===== src/rtl/lfsr_pkg.sv =====
`default_nettype none
// ============================================================================
// Module   : lfsr_pkg
// Purpose  : Shared types and the XNOR tap table for the lfsr_gen generator.
// Revision : 1.0 - initial multi-lane release
// ============================================================================
package lfsr_pkg;

  // Controller states of the generator
  typedef enum logic [1:0] {
    IDLE = 2'd0,
    LOAD = 2'd1,
    RUN  = 2'd2,
    DONE = 2'd3
  } state_t;

  // Range of lane widths the tap table covers
  localparam int c_min_bits = 3;
  localparam int c_max_bits = 64;

  // True when the tap table has an entry for width n
  function automatic bit bits_supported(input int n);
    return (n >= c_min_bits) && (n <= c_max_bits);
  endfunction

  // Mask with the single bit for 1-based tap position t
  function automatic logic [63:0] tb1(input int t);
    return 64'd1 << (t - 1);
  endfunction

  // Four-tap convenience form (1-based positions)
  function automatic logic [63:0] tb4(input int a, input int b, input int c, input int d);
    return tb1(a) | tb1(b) | tb1(c) | tb1(d);
  endfunction

  // Maximal-length XNOR tap mask for an n-bit left-shifting LFSR.
  // Positions follow the classic XAPP052 table (1-based), converted to
  // 0-based mask bits; e.g. n=4 gives bits {3,2}, n=49 gives bits {48,39}.
  function automatic logic [63:0] lfsr_taps(input int n);
    logic [63:0] m;
    case (n)
      3:  m = tb1(3)  | tb1(2);
      4:  m = tb1(4)  | tb1(3);
      5:  m = tb1(5)  | tb1(3);
      6:  m = tb1(6)  | tb1(5);
      7:  m = tb1(7)  | tb1(6);
      8:  m = tb4(8, 6, 5, 4);
      9:  m = tb1(9)  | tb1(5);
      10: m = tb1(10) | tb1(7);
      11: m = tb1(11) | tb1(9);
      12: m = tb4(12, 6, 4, 1);
      13: m = tb4(13, 4, 3, 1);
      14: m = tb4(14, 5, 3, 1);
      15: m = tb1(15) | tb1(14);
      16: m = tb4(16, 15, 13, 4);
      17: m = tb1(17) | tb1(14);
      18: m = tb1(18) | tb1(11);
      19: m = tb4(19, 6, 2, 1);
      20: m = tb1(20) | tb1(17);
      21: m = tb1(21) | tb1(19);
      22: m = tb1(22) | tb1(21);
      23: m = tb1(23) | tb1(18);
      24: m = tb4(24, 23, 22, 17);
      25: m = tb1(25) | tb1(22);
      26: m = tb4(26, 6, 2, 1);
      27: m = tb4(27, 5, 2, 1);
      28: m = tb1(28) | tb1(25);
      29: m = tb1(29) | tb1(27);
      30: m = tb4(30, 6, 4, 1);
      31: m = tb1(31) | tb1(28);
      32: m = tb4(32, 22, 2, 1);
      33: m = tb1(33) | tb1(20);
      34: m = tb4(34, 27, 2, 1);
      35: m = tb1(35) | tb1(33);
      36: m = tb1(36) | tb1(25);
      37: m = tb4(37, 5, 4, 3) | tb1(2) | tb1(1);
      38: m = tb4(38, 6, 5, 1);
      39: m = tb1(39) | tb1(35);
      40: m = tb4(40, 38, 21, 19);
      41: m = tb1(41) | tb1(38);
      42: m = tb4(42, 41, 20, 19);
      43: m = tb4(43, 42, 38, 37);
      44: m = tb4(44, 43, 18, 17);
      45: m = tb4(45, 44, 42, 41);
      46: m = tb4(46, 45, 26, 25);
      47: m = tb1(47) | tb1(42);
      48: m = tb4(48, 47, 21, 20);
      49: m = tb1(49) | tb1(40);
      50: m = tb4(50, 49, 24, 23);
      51: m = tb4(51, 50, 36, 35);
      52: m = tb1(52) | tb1(49);
      53: m = tb4(53, 52, 38, 37);
      54: m = tb4(54, 53, 18, 17);
      55: m = tb1(55) | tb1(31);
      56: m = tb4(56, 55, 35, 34);
      57: m = tb1(57) | tb1(50);
      58: m = tb1(58) | tb1(39);
      59: m = tb4(59, 58, 38, 37);
      60: m = tb1(60) | tb1(59);
      61: m = tb4(61, 60, 46, 45);
      62: m = tb4(62, 61, 6, 5);
      63: m = tb1(63) | tb1(62);
      64: m = tb4(64, 63, 61, 60);
      default: m = '0;
    endcase
    return m;
  endfunction

endpackage
`default_nettype wire


===== src/rtl/lfsr_lane.sv =====
`default_nettype none
// ============================================================================
// Module   : lfsr_lane
// Purpose  : One XNOR LFSR lane with seed load, single-step advance and
//            lock-up seed replacement (all-ones seed loads all-zeros).
// Revision : 1.0 - initial multi-lane release
// ============================================================================
module lfsr_lane
  import lfsr_pkg::*;
#(
  parameter int NUM_BITS = 49
) (
  input  logic                i_clk,
  input  logic                i_rst,
  input  logic                i_clr,
  input  logic                i_load,
  input  logic                i_step,
  input  logic [NUM_BITS-1:0] i_seed,
  output logic [NUM_BITS-1:0] o_state,
  output logic                o_seed_fix
);

  localparam logic [NUM_BITS-1:0] c_tap_mask = NUM_BITS'(lfsr_taps(NUM_BITS));

  logic [NUM_BITS-1:0] r_state;
  logic                r_seed_fix;
  logic                w_seed_ones;
  logic                w_fb;

  // All-ones is the XNOR lock-up state; the feedback is the XNOR of the taps
  assign w_seed_ones = &i_seed;
  assign w_fb        = ~^(r_state & c_tap_mask);

  // Lane register: clear sticky flag on a new start, load seed, or step
  always_ff @(posedge i_clk or posedge i_rst) begin
    if (i_rst) begin
      r_state    <= '0;
      r_seed_fix <= 1'b0;
    end else if (i_clr) begin
      r_seed_fix <= 1'b0;
    end else if (i_load) begin
      r_state    <= w_seed_ones ? '0 : i_seed;
      r_seed_fix <= w_seed_ones;
    end else if (i_step) begin
      r_state    <= {r_state[NUM_BITS-2:0], w_fb};
    end
  end

  assign o_state    = r_state;
  assign o_seed_fix = r_seed_fix;

endmodule
`default_nettype wire


===== src/rtl/lfsr_gen.sv =====
`default_nettype none
// ============================================================================
// Module   : lfsr_gen
// Purpose  : Multi-lane LFSR pattern generator with beat-count and stop-code
//            termination, valid/ready backpressure and abort.
// Revision : 1.0 - initial multi-lane release
// ============================================================================
module lfsr_gen
  import lfsr_pkg::*;
#(
  parameter int NUM_BITS = 49,
  parameter int NUM_CH   = 4,
  parameter int CNT_W    = 32
) (
  input  logic                       i_clk,
  input  logic                       i_rst,
  input  logic                       i_start,
  input  logic                       i_abort,
  input  logic [NUM_CH*NUM_BITS-1:0] i_seed,
  input  logic [CNT_W-1:0]           i_count,
  input  logic                       i_stop_en,
  input  logic [NUM_BITS-1:0]        i_stop_code,
  input  logic                       i_ready,
  output logic                       o_valid,
  output logic [NUM_CH*NUM_BITS-1:0] o_data,
  output logic                       o_busy,
  output logic                       o_done,
  output logic                       o_stop_hit,
  output logic [NUM_CH-1:0]          o_seed_fix
);

  // Reject lane widths the tap table does not cover
  generate
    if (!bits_supported(NUM_BITS)) begin : g_bad_width
      $error("lfsr_gen: NUM_BITS must be in 3..64");
    end
  endgenerate

  state_t                       r_state;
  logic [NUM_CH*NUM_BITS-1:0]   r_seed;
  logic [CNT_W-1:0]             r_count;
  logic [CNT_W-1:0]             r_beat;
  logic                         r_stop_en;
  logic [NUM_BITS-1:0]          r_stop_code;
  logic                         r_valid;
  logic                         r_done;
  logic                         r_stop_hit;

  logic [NUM_CH*NUM_BITS-1:0]   w_data;
  logic [NUM_CH-1:0]            w_seed_fix;
  logic                         w_accept;
  logic                         w_load;
  logic                         w_hs;
  logic                         w_step;
  logic                         w_cnt_last;
  logic                         w_stop_last;
  logic                         w_last;

  // Control decode; r_valid is high exactly while in RUN, so the handshake
  // never depends combinationally on i_ready for o_valid
  assign w_accept    = (r_state == IDLE) && i_start && !i_abort;
  assign w_load      = (r_state == LOAD) && !i_abort;
  assign w_hs        = r_valid && i_ready;
  assign w_step      = w_hs && !i_abort;
  assign w_cnt_last  = (r_count != '0) && (r_beat == (r_count - CNT_W'(1)));
  assign w_stop_last = r_stop_en && (w_data[NUM_BITS-1:0] == r_stop_code);
  assign w_last      = w_cnt_last || w_stop_last;

  // Lane array; each lane k occupies bits [k*NUM_BITS +: NUM_BITS]
  generate
    for (genvar k = 0; k < NUM_CH; k++) begin : g_lane
      lfsr_lane #(
        .NUM_BITS (NUM_BITS)
      ) u_lane (
        .i_clk      (i_clk),
        .i_rst      (i_rst),
        .i_clr      (w_accept),
        .i_load     (w_load),
        .i_step     (w_step),
        .i_seed     (r_seed[k*NUM_BITS +: NUM_BITS]),
        .o_state    (w_data[k*NUM_BITS +: NUM_BITS]),
        .o_seed_fix (w_seed_fix[k])
      );
    end
  endgenerate

  // Controller: capture on start, count handshaked beats, detect termination
  always_ff @(posedge i_clk or posedge i_rst) begin
    if (i_rst) begin
      r_state     <= IDLE;
      r_seed      <= '0;
      r_count     <= '0;
      r_beat      <= '0;
      r_stop_en   <= 1'b0;
      r_stop_code <= '0;
      r_valid     <= 1'b0;
      r_done      <= 1'b0;
      r_stop_hit  <= 1'b0;
    end else begin
      r_done <= 1'b0;
      case (r_state)
        IDLE: begin
          if (w_accept) begin
            r_seed      <= i_seed;
            r_count     <= i_count;
            r_stop_en   <= i_stop_en;
            r_stop_code <= i_stop_code;
            r_beat      <= '0;
            r_stop_hit  <= 1'b0;
            r_state     <= LOAD;
          end
        end
        LOAD: begin
          if (i_abort) begin
            r_state <= IDLE;
          end else begin
            r_valid <= 1'b1;
            r_state <= RUN;
          end
        end
        RUN: begin
          if (i_abort) begin
            r_valid <= 1'b0;
            r_state <= IDLE;
          end else if (w_hs) begin
            // Counter wraps silently in free-run
            r_beat <= r_beat + CNT_W'(1);
            if (w_last) begin
              r_valid    <= 1'b0;
              r_done     <= 1'b1;
              r_stop_hit <= w_stop_last;
              r_state    <= DONE;
            end
          end
        end
        DONE: begin
          r_state <= IDLE;
        end
        default: begin
          r_state <= IDLE;
        end
      endcase
    end
  end

  assign o_valid    = r_valid;
  assign o_data     = w_data;
  assign o_busy     = (r_state != IDLE);
  assign o_done     = r_done;
  assign o_stop_hit = r_stop_hit;
  assign o_seed_fix = w_seed_fix;

endmodule
`default_nettype wire


===== config.mk =====
export PLATFORM = sky130hd
export DESIGN_NAME = lfsr_gen
export DESIGN_NICKNAME = d
export VERILOG_FILES = /design/src/rtl/lfsr_pkg.sv /design/src/rtl/lfsr_lane.sv /design/src/rtl/lfsr_gen.sv
export SDC_FILE = /design/constraint.sdc
export NUM_CORES = 1
export LEC_CHECK = 0
export CAP_MARGIN = 20
export CORE_MARGIN = 2
export CORE_UTILIZATION = 50
export CTS_BUF_LIST = sky130_fd_sc_hd__clkbuf_4
export DETAILED_ROUTE_END_ITERATION = 16
export GPL_ROUTABILITY_DRIVEN = 0
export GPL_TIMING_DRIVEN = 0
export PLACE_DENSITY = 0.78
export SLEW_MARGIN = 10
export SYNTH_ARGS = -nofsm -noshare
export SYNTH_HDL_FRONTEND = slang
export SYNTH_HIERARCHICAL = 1
export SYNTH_SLANG_ARGS = --single-unit

===== constraint.sdc =====
create_clock -name i_clk -period 12.8 [get_ports i_clk]
set_input_delay 1.92 -clock i_clk [delete_from_list [all_inputs] [get_ports i_clk]]
set_output_delay 1.92 -clock i_clk [all_outputs]
set_load 0.01 [all_outputs]

======== Word-level counts from Yosys, hierarchy flattened ========
Cells that the tools add are included.
Widths: inputs -> output; s select.
word-level totals
  register bits after elaboration ......... 515
  input port bits ......................... 283
  word-level logic and storage cells ...... 106
cells by class
  add/subtract/negate cells ............... 2
  equal/unequal tests ..................... 12
  muxes and demuxes ....................... 44
  bitwise gates (word level) .............. 1
  reduce and logical (&&, ||, !) cells .... 30
operators by type and width
  kind                   number
  $mux 49                12
  $reduce_and 49->1      4
  $reduce_xnor 49->1     4
  $mux 32                3
  $pmux 32 s2            1
  $eq 49x49->1           1
  $add 32x1->32 const B  1
  $eq 32x32->1           1
  $reduce_bool 32->1     1
  $sub 32x1->32 const B  1
  $mux 1                 20
  $mux 2                 5
  $reduce_bool 2->1      5
  $ne 2x2->1 const B     4
  $pmux 2 s4             1
  $reduce_and 4->1       2
  $logic_and 1x1->1      7
  $ne 3x3->1 const B     2
  $reduce_and 5->1       1
  $eq 2x2->1 const B     2
  $pmux 1 s2             2
  $reduce_and 2->1       2
  $reduce_and 3->1       1
  $eq 2x1->1 const B     1
  other kinds (5)        5

======== Logic depth before layout (Yosys ltp) ========
Gate-level depths: netlist of run 1.
  word-level depth ........................ 8
  mapped depth ............................ 10
  mapped depth without buffers ............ 10

======== Cells and area by module ========
The synthesis of run 1 kept the hierarchy.
by module, submodules not included
  module     times used  cells an instance  area an instance (um^2)  seq. area each (um^2)
  lfsr_gen   1           1042               13975.9                  7882.6
  lfsr_lane  4           196                2364.8                   1251.2

======== Worst setup path after synthesis of run 1 ========
Ideal clock, no wire load.
  kind .................................... input to register
  start ................................... input port i_abort
  end ..................................... register g_lane[0].u_lane.r_state[23]
  library setup time ...................... 66 ps
  arrival ................................. 4524 ps
  required time ........................... 12734 ps
  path slack .............................. 8210 ps
  stages on the path ...................... 9
  path buffers ............................ 6
  path through ............................ nor4b_2 clkbuf_1 clkbuf_1 buf_1 o21bai_1 buf_2 clkbuf_1 clkbuf_1 a221o_1
between the ends
  word-level cells in the longest chain between the ends .. 4
RTL lines
  item                        line             RTL
  from (decl)                 lfsr_gen.sv:18   input logic i_abort,
  $logic_not 1->1             lfsr_gen.sv:61   assign w_accept = (r_state == IDLE) && i_start && !i_abort;
  $logic_and 1x1->1           lfsr_gen.sv:61
  via w_accept                lfsr_gen.sv:51   logic w_accept;
  $not 1->1 (no line)         -
  $reduce_and 2->1 (no line)  -
  to (signal assigned)        lfsr_lane.sv:42  r_state <= w_seed_ones ? '0 : i_seed;
  to (signal assigned)        lfsr_lane.sv:45  r_state <= {r_state[NUM_BITS-2:0], w_fb};
  to (decl)                   lfsr_lane.sv:25  logic [NUM_BITS-1:0] r_state;
The timed path passes the listed nets, and every way through them passes these cells.
A chain may end at the register's enable or synchronous reset.

======== Final worst setup path of run 1 ========
  start ................................... input port i_abort
  end ..................................... register g_lane[0].u_lane.r_state[21]
The elaborated chain is that of the path after synthesis.

==> results of run 1 <==
==> cell usage after synthesis (all sizes together) (8+ instances only) <==
cell type / instances
a21oi: 11
a221o: 196
and3: 8
buf: 15
clkbuf: 118
dfrtp: 515
inv: 10
mux2: 278
nand2: 36
nand3: 23
nand4: 70
nor2: 58
nor3: 24
nor3b: 193
nor4: 36
nor4b: 8
o21ai: 18
or4: 8
xnor2: 51
xor2: 75
==> routing by layer <==
| layer | global-route usage, % | wire length (um) |
|---|---|---|
| met5 | 0 | 80 |
| met4 | 13.9 | 3060 |
| met3 | 10.0 | 6500 |
| met2 | 49.7 | 36000 |
| met1 | 39.2 | 29700 |
==> through the flow <==
| step | cells | hold WS [ns] | power (uW) |
|---|---|---|---|
| detailed placement | 2926 | 0.477 | 5080 |
| global placement | 2919 | 0.467 | 4990 |
| global route | 3176 | 0.531 | 6960 |
| CTS | 3166 | 0.491 | 6630 |
| floorplan | 1826 | 0.499 | 3880 |
| finish | 3178 | 0.488 | 6620 |
==> power breakdown <==
| part | leakage, uW | switching (uW) | internal, uW |
|---|---|---|---|
| logic | 0.00505 | 982 | 1310 |
| clock network | 0.00107 | 700 | 820 |
| registers | 0.00627 | 602 | 2210 |
| total | 0.0124 | 2280 | 4340 |
==> sequential cells by signal, indices dropped and copies added (netlist names), 2 cells and up <==
name	cells
g_lane.u_lane/o_seed_fix	4
g_lane.u_lane/o_state	196
r_beat	32
r_count	32
r_seed	196
r_state	2
r_stop_code	49
==> critical path: cells and delay by family <==
family	cells	cell delay [ns]
simple gates	1	0.91
buf+inv	7	3.33
compound gates	2	0.43
==> cell families (layout without fill, tap and decap cells) <==
family                     count (synthesis)  in the layout  synth area share [%]
AOI/OAI and AO/OA                        256            256                  10.1
buffers and inverters                    143            876                  2.62
adders and majority gates                  3              3                 0.160
xor gates and xnor gates                 126            126                  4.71
muxes                                    281            281                  13.5
and+or+nand+nor                          502            502                  13.9
DFF                                      515            515                  55.0
other                                      0             12                     0
==> area by class of cell <==
type | instances | area share [%]
Sequential cell | 515 | 41.5
Multi-Input combinational cell | 1168 | 32.0
Timing Repair Buffer | 493 | 16.2
Clock buffer | 201 | 4.86
Tap cell | 607 | 2.45
Buffer | 133 | 1.86
Clock inverter | 39 | 0.939
Inverter | 10 | 0.145
Antenna cell | 12 | 0.0967
==> worst max path at each step <==
| stage | end | cells past startpoint | startpoint |
|---|---|---|---|
| 5_1_grt | g_lane[0].u_lane/o_state[27]$_DFFE_PP0P_ | 10 | i_abort |
| 2_1_floorplan | o_done$_DFF_PP0_ | 1 | i_rst |
| 3_3_place_gp | r_seed[68]$_DFFE_PP0P_ | 2 | i_rst |
| 4_1_cts | g_lane[0].u_lane/o_state[21]$_DFFE_PP0P_ | 10 | i_abort |
| 3_5_place_dp | g_lane[0].u_lane/o_state[28]$_DFFE_PP0P_ | 10 | i_abort |
| 6_report | g_lane[0].u_lane/o_state[21]$_DFFE_PP0P_ | 10 | i_abort |
==> impl_metrics.csv, run 1 <==
group,metric,value,unit
cts,clkSinkCount,515,
timing,maxSlewHeadroom,28.4,%
layout,regArea,12900,um^2
global_routing,antenna_found_initial,12,
yosys,async_reset_ff_share,100,%
yosys,seq_area_frac_synth,55.0,%
timing,tns,0,ns
status,status,"finished, final reports clean",
timing,setup_viol,0,
placed_design,place_ws,6.29,ns
critical_path,reg2reg_depth,10,
critical_path,rrSetupSlack,8.04,ns
drt,vias,19400,
layout,nets,2747,
critical_path,criticalPathCategory,"in -> reg",
placed_design,io_buffers,486,
floorplan,rows,79,
layout,final_cell_mix,"dfrtp_1, clkdlybuf4s50_1, mux2_2, clkbuf_4, a221o_1",
floorplan,die_height,220,um
timing,finClkSkew,0.0680,ns
cts,cts_resized,0,
critical_path,reg2reg_from,"r_state[1]$_DFFE_PP0P_",
yosys,syn_area,23400,um^2
power,vdd_drop_max,0.130,mV
global_routing,grt_max_degree,111,
layout,multi_input_area,9930,um^2
yosys,synth_edf_count,0,
global_routing,grt_pass1_wl,116,mm
timing,finalCritPeriodShare,44.7,%
global_routing,grt_use_total,31.3,%
timing,fmax,0.175,GHz
timing,fin_ws,7.08,ns
layout,postLayoutCoreUtil,67.0,%
drt,initialDrtViolationCount,1798,
floorplan,dieArea,48600,um^2
power,p_leak,0.0124,uW
placed_design,placed_area,29200,um^2
critical_path,cp-end-kind,"flop",
drt,wl_per_cell,23.7,um
timing,maxSlewViolCount,0,
critical_path,required,13.69,ns
global_routing,grt_pass1_vias,19800,
critical_path,cp_max_fo,21,
yosys,synthCells,1826,
floorplan,die_width,220,um
critical_path,r2r-end,"g_lane[0].u_lane/o_state[21]$_DFFE_PP0P_",
cts,cts_buffers,140,
drt,viasPerCell,6.09,
layout,final_layout_size_suffix_gt1_share,21.5,%
critical_path,crit_path_cell_trace,"clkdlybuf4s50_1 > nor4b_2 > clkbuf_1 > clkbuf_1 > buf_2 > o21bai_1 > buf_2 > clkbuf_1 > clkbuf_1 > a221o_1",
yosys,yosys.area.top_type,"dfrtp_1",
power,power_density,213,nW/um^2
critical_path,max_stage_delay,0.91,ns
floorplan,core_area,46400,um^2
layout,area_growth,32.5,%
cts,clockBufferDepth,3,
yosys,synth_seq_cells,515,
yosys,ys_types,64,
cts,cts-root-buf,"clkbuf_4",
yosys,synth_top_area_share,55.0,%
critical_path,slowest_stage,"nor4b_2",
hold_path,worstHoldPathType,"reg -> reg",
timing,finalHoldViolations,0,
yosys,syn_nets,2112,
critical_path,path_common_cell,"clkbuf_1",
cts,cts_tree,"done",
yosys,yosysWarnings,6,
cts,cts_hold_buf,0,
job,cap_viol_max_count,0,
floorplan,num_io_pins,487,
layout,final_common_cell,"dfrtp_1",
critical_path,arrival,6.61,ns
critical_path,cp-start-kind,"input port",
drt,firstDrtPassIters,6,
timing,post-route-min-period,5.72,ns
global_routing,grt.overflow.total,0,
hold_path,min_from,"g_lane[0].u_lane/o_seed_fix$_DFFE_PP0P_",
cts,clk_latency,1.01,ns
timing,worst_pin_slew,1.07,ns
yosys,synth-main-ff-cell,"dfrtp_1",
drt,drc,0,
cts,cts_max_level,4,
placed_design,hpwl,55.3,mm
drt,routed_wl,75.3,mm
hold_path,min_delay_worst_endpoint,"g_lane[0].u_lane/o_seed_fix$_DFFE_PP0P_",
timing,grt_setup_unrepaired,"no",
floorplan,floorplan.initialDensity,50.6,%
layout,fillers,3483,
layout,design_area,31100,um^2
cts,clk_pin_slew_worst_paths,0.06,ns
yosys,synth_area_leaders,"dfrtp_1, mux2_2, a221o_1",
drt,ant_nets,0,
cts,cts_setup_buffers,0,
yosys,syn_avg_cell_area,12.8,um^2
hold_path,hold_path_depth,2,
(Power assumes the default switching activity.)
==> run 2, diff against run 1 <==
--- a/config.mk
+++ b/config.mk
@@ -7,12 +7,12 @@
 export LEC_CHECK = 0
 export CAP_MARGIN = 20
 export CORE_MARGIN = 2
-export CORE_UTILIZATION = 50
+export CORE_UTILIZATION = 48
 export CTS_BUF_LIST = sky130_fd_sc_hd__clkbuf_4
 export DETAILED_ROUTE_END_ITERATION = 16
 export GPL_ROUTABILITY_DRIVEN = 0
 export GPL_TIMING_DRIVEN = 0
-export PLACE_DENSITY = 0.78
+export PLACE_DENSITY = 0.79
 export SLEW_MARGIN = 10
 export SYNTH_ARGS = -nofsm -noshare
 export SYNTH_HDL_FRONTEND = slang
==> constraint.sdc (replaced) <==
create_clock -name i_clk -period 4.7 [get_ports i_clk]
set_input_delay 0.705 -clock i_clk [delete_from_list [all_inputs] [get_ports i_clk]]
set_output_delay 0.705 -clock i_clk [all_outputs]
set_load 0.01 [all_outputs]
==> run 2 against run 1 <==
  * Total power increased to 2.7 times the previous value
  * Setup slack got worse by 6.6 ns
  * Register-to-register slack got worse by 7.6 ns
  * Sequential share of layout area decreased by 0.21 points
  * Clock skew decreased by 0.019 ns
  * Worst hold slack got worse by 0.17 ns
  * Sequential power increased to 2.7 times the previous value
  * Final cell count increased by 0.35%
  * Critical path type is now reg -> reg
  * Largest cell class unchanged
==> impl_metrics.csv, run 2 (same netlist as run 1, synthesis figures left out) <==
group,metric,value,unit
timing,finClkSkew,0.0493,ns
critical_path,reg2reg_from,"r_state[1]$_DFFE_PP0P_",
drt,firstDrtPassIters,6,
floorplan,die_width,225,um
hold_path,worstHoldPathType,"in -> reg",
power,power_density,583,nW/um^2
hold_path,min_from,"i_count[1]",
placed_design,dpl.cell_count,2941,
timing,worst_pin_slew,1.03,ns
floorplan,core_area,47900,um^2
status,status,"finished, final reports clean",
global_routing,grt.overflow.total,0,
cts,cts_buffers,138,
timing,grt_setup_unrepaired,"no",
critical_path,r2r-end,"g_lane[0].u_lane/o_state[19]$_DFFE_PP0P_",
power,p_int,11900,uW
drt,initialDrtViolationCount,1998,
cts,cts_hold_buf,0,
timing,maxSlewViolCount,0,
hold_path,min_delay_worst_endpoint,"r_count[1]$_DFFE_PP0P_",
hold_path,hold_path_depth,3,
cts,clockBufferDepth,3,
floorplan,rows,80,
layout,area_growth,33.2,%
layout,layoutNonFillerInstCount,3189,
timing,fmax,0.235,GHz
power,switching_power,6310,uW
critical_path,cp-end-kind,"flop",
critical_path,criticalPathCategory,"reg -> reg",
layout,final_layout_size_suffix_gt1_share,22.1,%
global_routing,antenna_found_initial,9,
drt,ant_nets,0,
critical_path,cp-start-kind,"flop",
timing,setup_viol,0,
floorplan,dieArea,50600,um^2
floorplan,floorplan.initialDensity,48.9,%
layout,fillers,3564,
global_routing,grt_pass1_wl,117,mm
cts,clk_latency,1.00,ns
drt,viasPerCell,6.13,
power,p_clk_share,23.3,%
drt,vias,19600,
power,combinationalPowerShare,34.3,%
drt,wl_per_cell,24.0,um
timing,finalCritPeriodShare,90.6,%
global_routing,grt_max_degree,40,
power,power_switching_share,34.7,%
global_routing,grt_pass1_vias,20400,
power,power_frac_seq,42.5,%
job,cap_viol_max_count,0,
floorplan,num_io_pins,487,
layout,nets,2752,
cts,clk_pin_slew_worst_paths,0.07,ns
timing,tns,0,ns
critical_path,arrival,5.14,ns
power,vdd_drop_max,0.388,mV
critical_path,required,5.58,ns
timing,post-route-min-period,4.26,ns
floorplan,die_height,225,um
critical_path,reg2reg_depth,10,
critical_path,rrSetupSlack,0.44,ns
layout,final_common_cell,"dfrtp_1",
timing,maxSlewHeadroom,31.4,%
cts,cts_tree,"done",
placed_design,io_buffers,486,
critical_path,cp_max_fo,21,
drt,routed_wl,76.6,mm
placed_design,hpwl,56.6,mm
cts,clkSinkCount,515,
cts,cts-root-buf,"clkbuf_4",
drt,drc,0,
power,p_leak,0.0125,uW
global_routing,grt_use_total,30.3,%
timing,finalHoldViolations,0,
cts,cts_max_level,4,
layout,final_cell_mix,"dfrtp_1, clkdlybuf4s50_1, mux2_2, clkbuf_4, a221o_1",
==> run 2: cell types whose count changed in the layout (fill, tap and decap cells not counted), sizes merged <==
| cell | previous run | this run |
|---|---|---|
| clkbuf | 319 | 328 |
| inv | 15 | 14 |
| clkinvlp | 0 | 4 |
| buf | 22 | 29 |
| clkinv | 29 | 17 |
| diode | 12 | 8 |
==> run 2: area by class of cell <==
cell class	count	area, um^2	area share (%)
Antenna cell	8	20.0	0.0641
Sequential cell	515	12900	41.3
Tap cell	615	769	2.46
Buffer	133	579	1.86
Multi-Input combinational cell	1168	9940	31.8
Clock buffer	210	1580	5.05
Timing Repair Buffer	500	5140	16.5
Inverter	10	41.3	0.132
Clock inverter	30	259	0.830
==> run 2: how the worst max path moves through the flow <==
stage,from,endpoint,slack (ns),cells past startpoint
final,r_state[1]$_DFFE_PP0P_,g_lane[0].u_lane/o_state[19]$_DFFE_PP0P_,0.44,10
after floorplan,i_rst,o_done$_DFF_PP0_,-0.20,1
after global routing,r_state[1]$_DFFE_PP0P_,g_lane[0].u_lane/o_state[19]$_DFFE_PP0P_,0.19,10
after CTS,r_state[1]$_DFFE_PP0P_,g_lane[0].u_lane/o_state[19]$_DFFE_PP0P_,0.005,10
after detailed placement,i_abort,g_lane[2].u_lane/o_state[19]$_DFFE_PP0P_,-0.62,10
after global placement,i_rst,r_seed[75]$_DFFE_PP0P_,-3.15,2
==> run 2: repair_timing <==
item,4_1_cts,5_1_grt
gates resized for setup,0,3
setup endpoints to repair,0,149
setup buffers,0,0
==> run 2: metrics by stage <==
step                      utilization, %  hold WS (ns)  total power, uW  area (um^2)  setup slack (ns)
final                               65.1         0.313            18200        31200             0.441
after CTS                           65.1         0.206            18200        31200           0.00485
after floorplan                        -         0.499            10600        23400            -0.202
after global routing                65.1         0.264            19100        31200             0.191
after global placement              60.6         0.466            13600        29100             -3.15
after detailed placement            61.2         0.483            13900        29400            -0.615
==> run 2: layer usage <==
layer / GRT usage (%) / wire, um / part of all wire (%)
met4: 15.7 / 3370 / 4.4
met1: 37.1 / 29600 / 39
met3: 9.50 / 7220 / 9.4
met2: 48.4 / 36400 / 48
met5: 0 / 41 / 0.054
==> run 2: power groups by stage <==
stage | Clock, uW | Sequential [uW] | Combinational [uW]
floorplan | 0 | 7490 | 3080
global placement | 0 | 7650 | 5970
detailed placement | 0 | 7710 | 6170
CTS | 4330 | 7660 | 6210
global route | 4580 | 7880 | 6610
finish | 4230 | 7720 | 6240
==> run 2: worst max-delay path: stages, from the launching register on <==
cell and delay, ns:
dfrtp_1 0.36, clkbuf_2 0.18, nor4b_4 0.67, clkbuf_2 0.45, clkbuf_1 0.41, buf_2 0.59, o21bai_1 0.19, buf_2 0.22
clkbuf_1 0.40, clkbuf_1 0.44, a221o_1 0.25
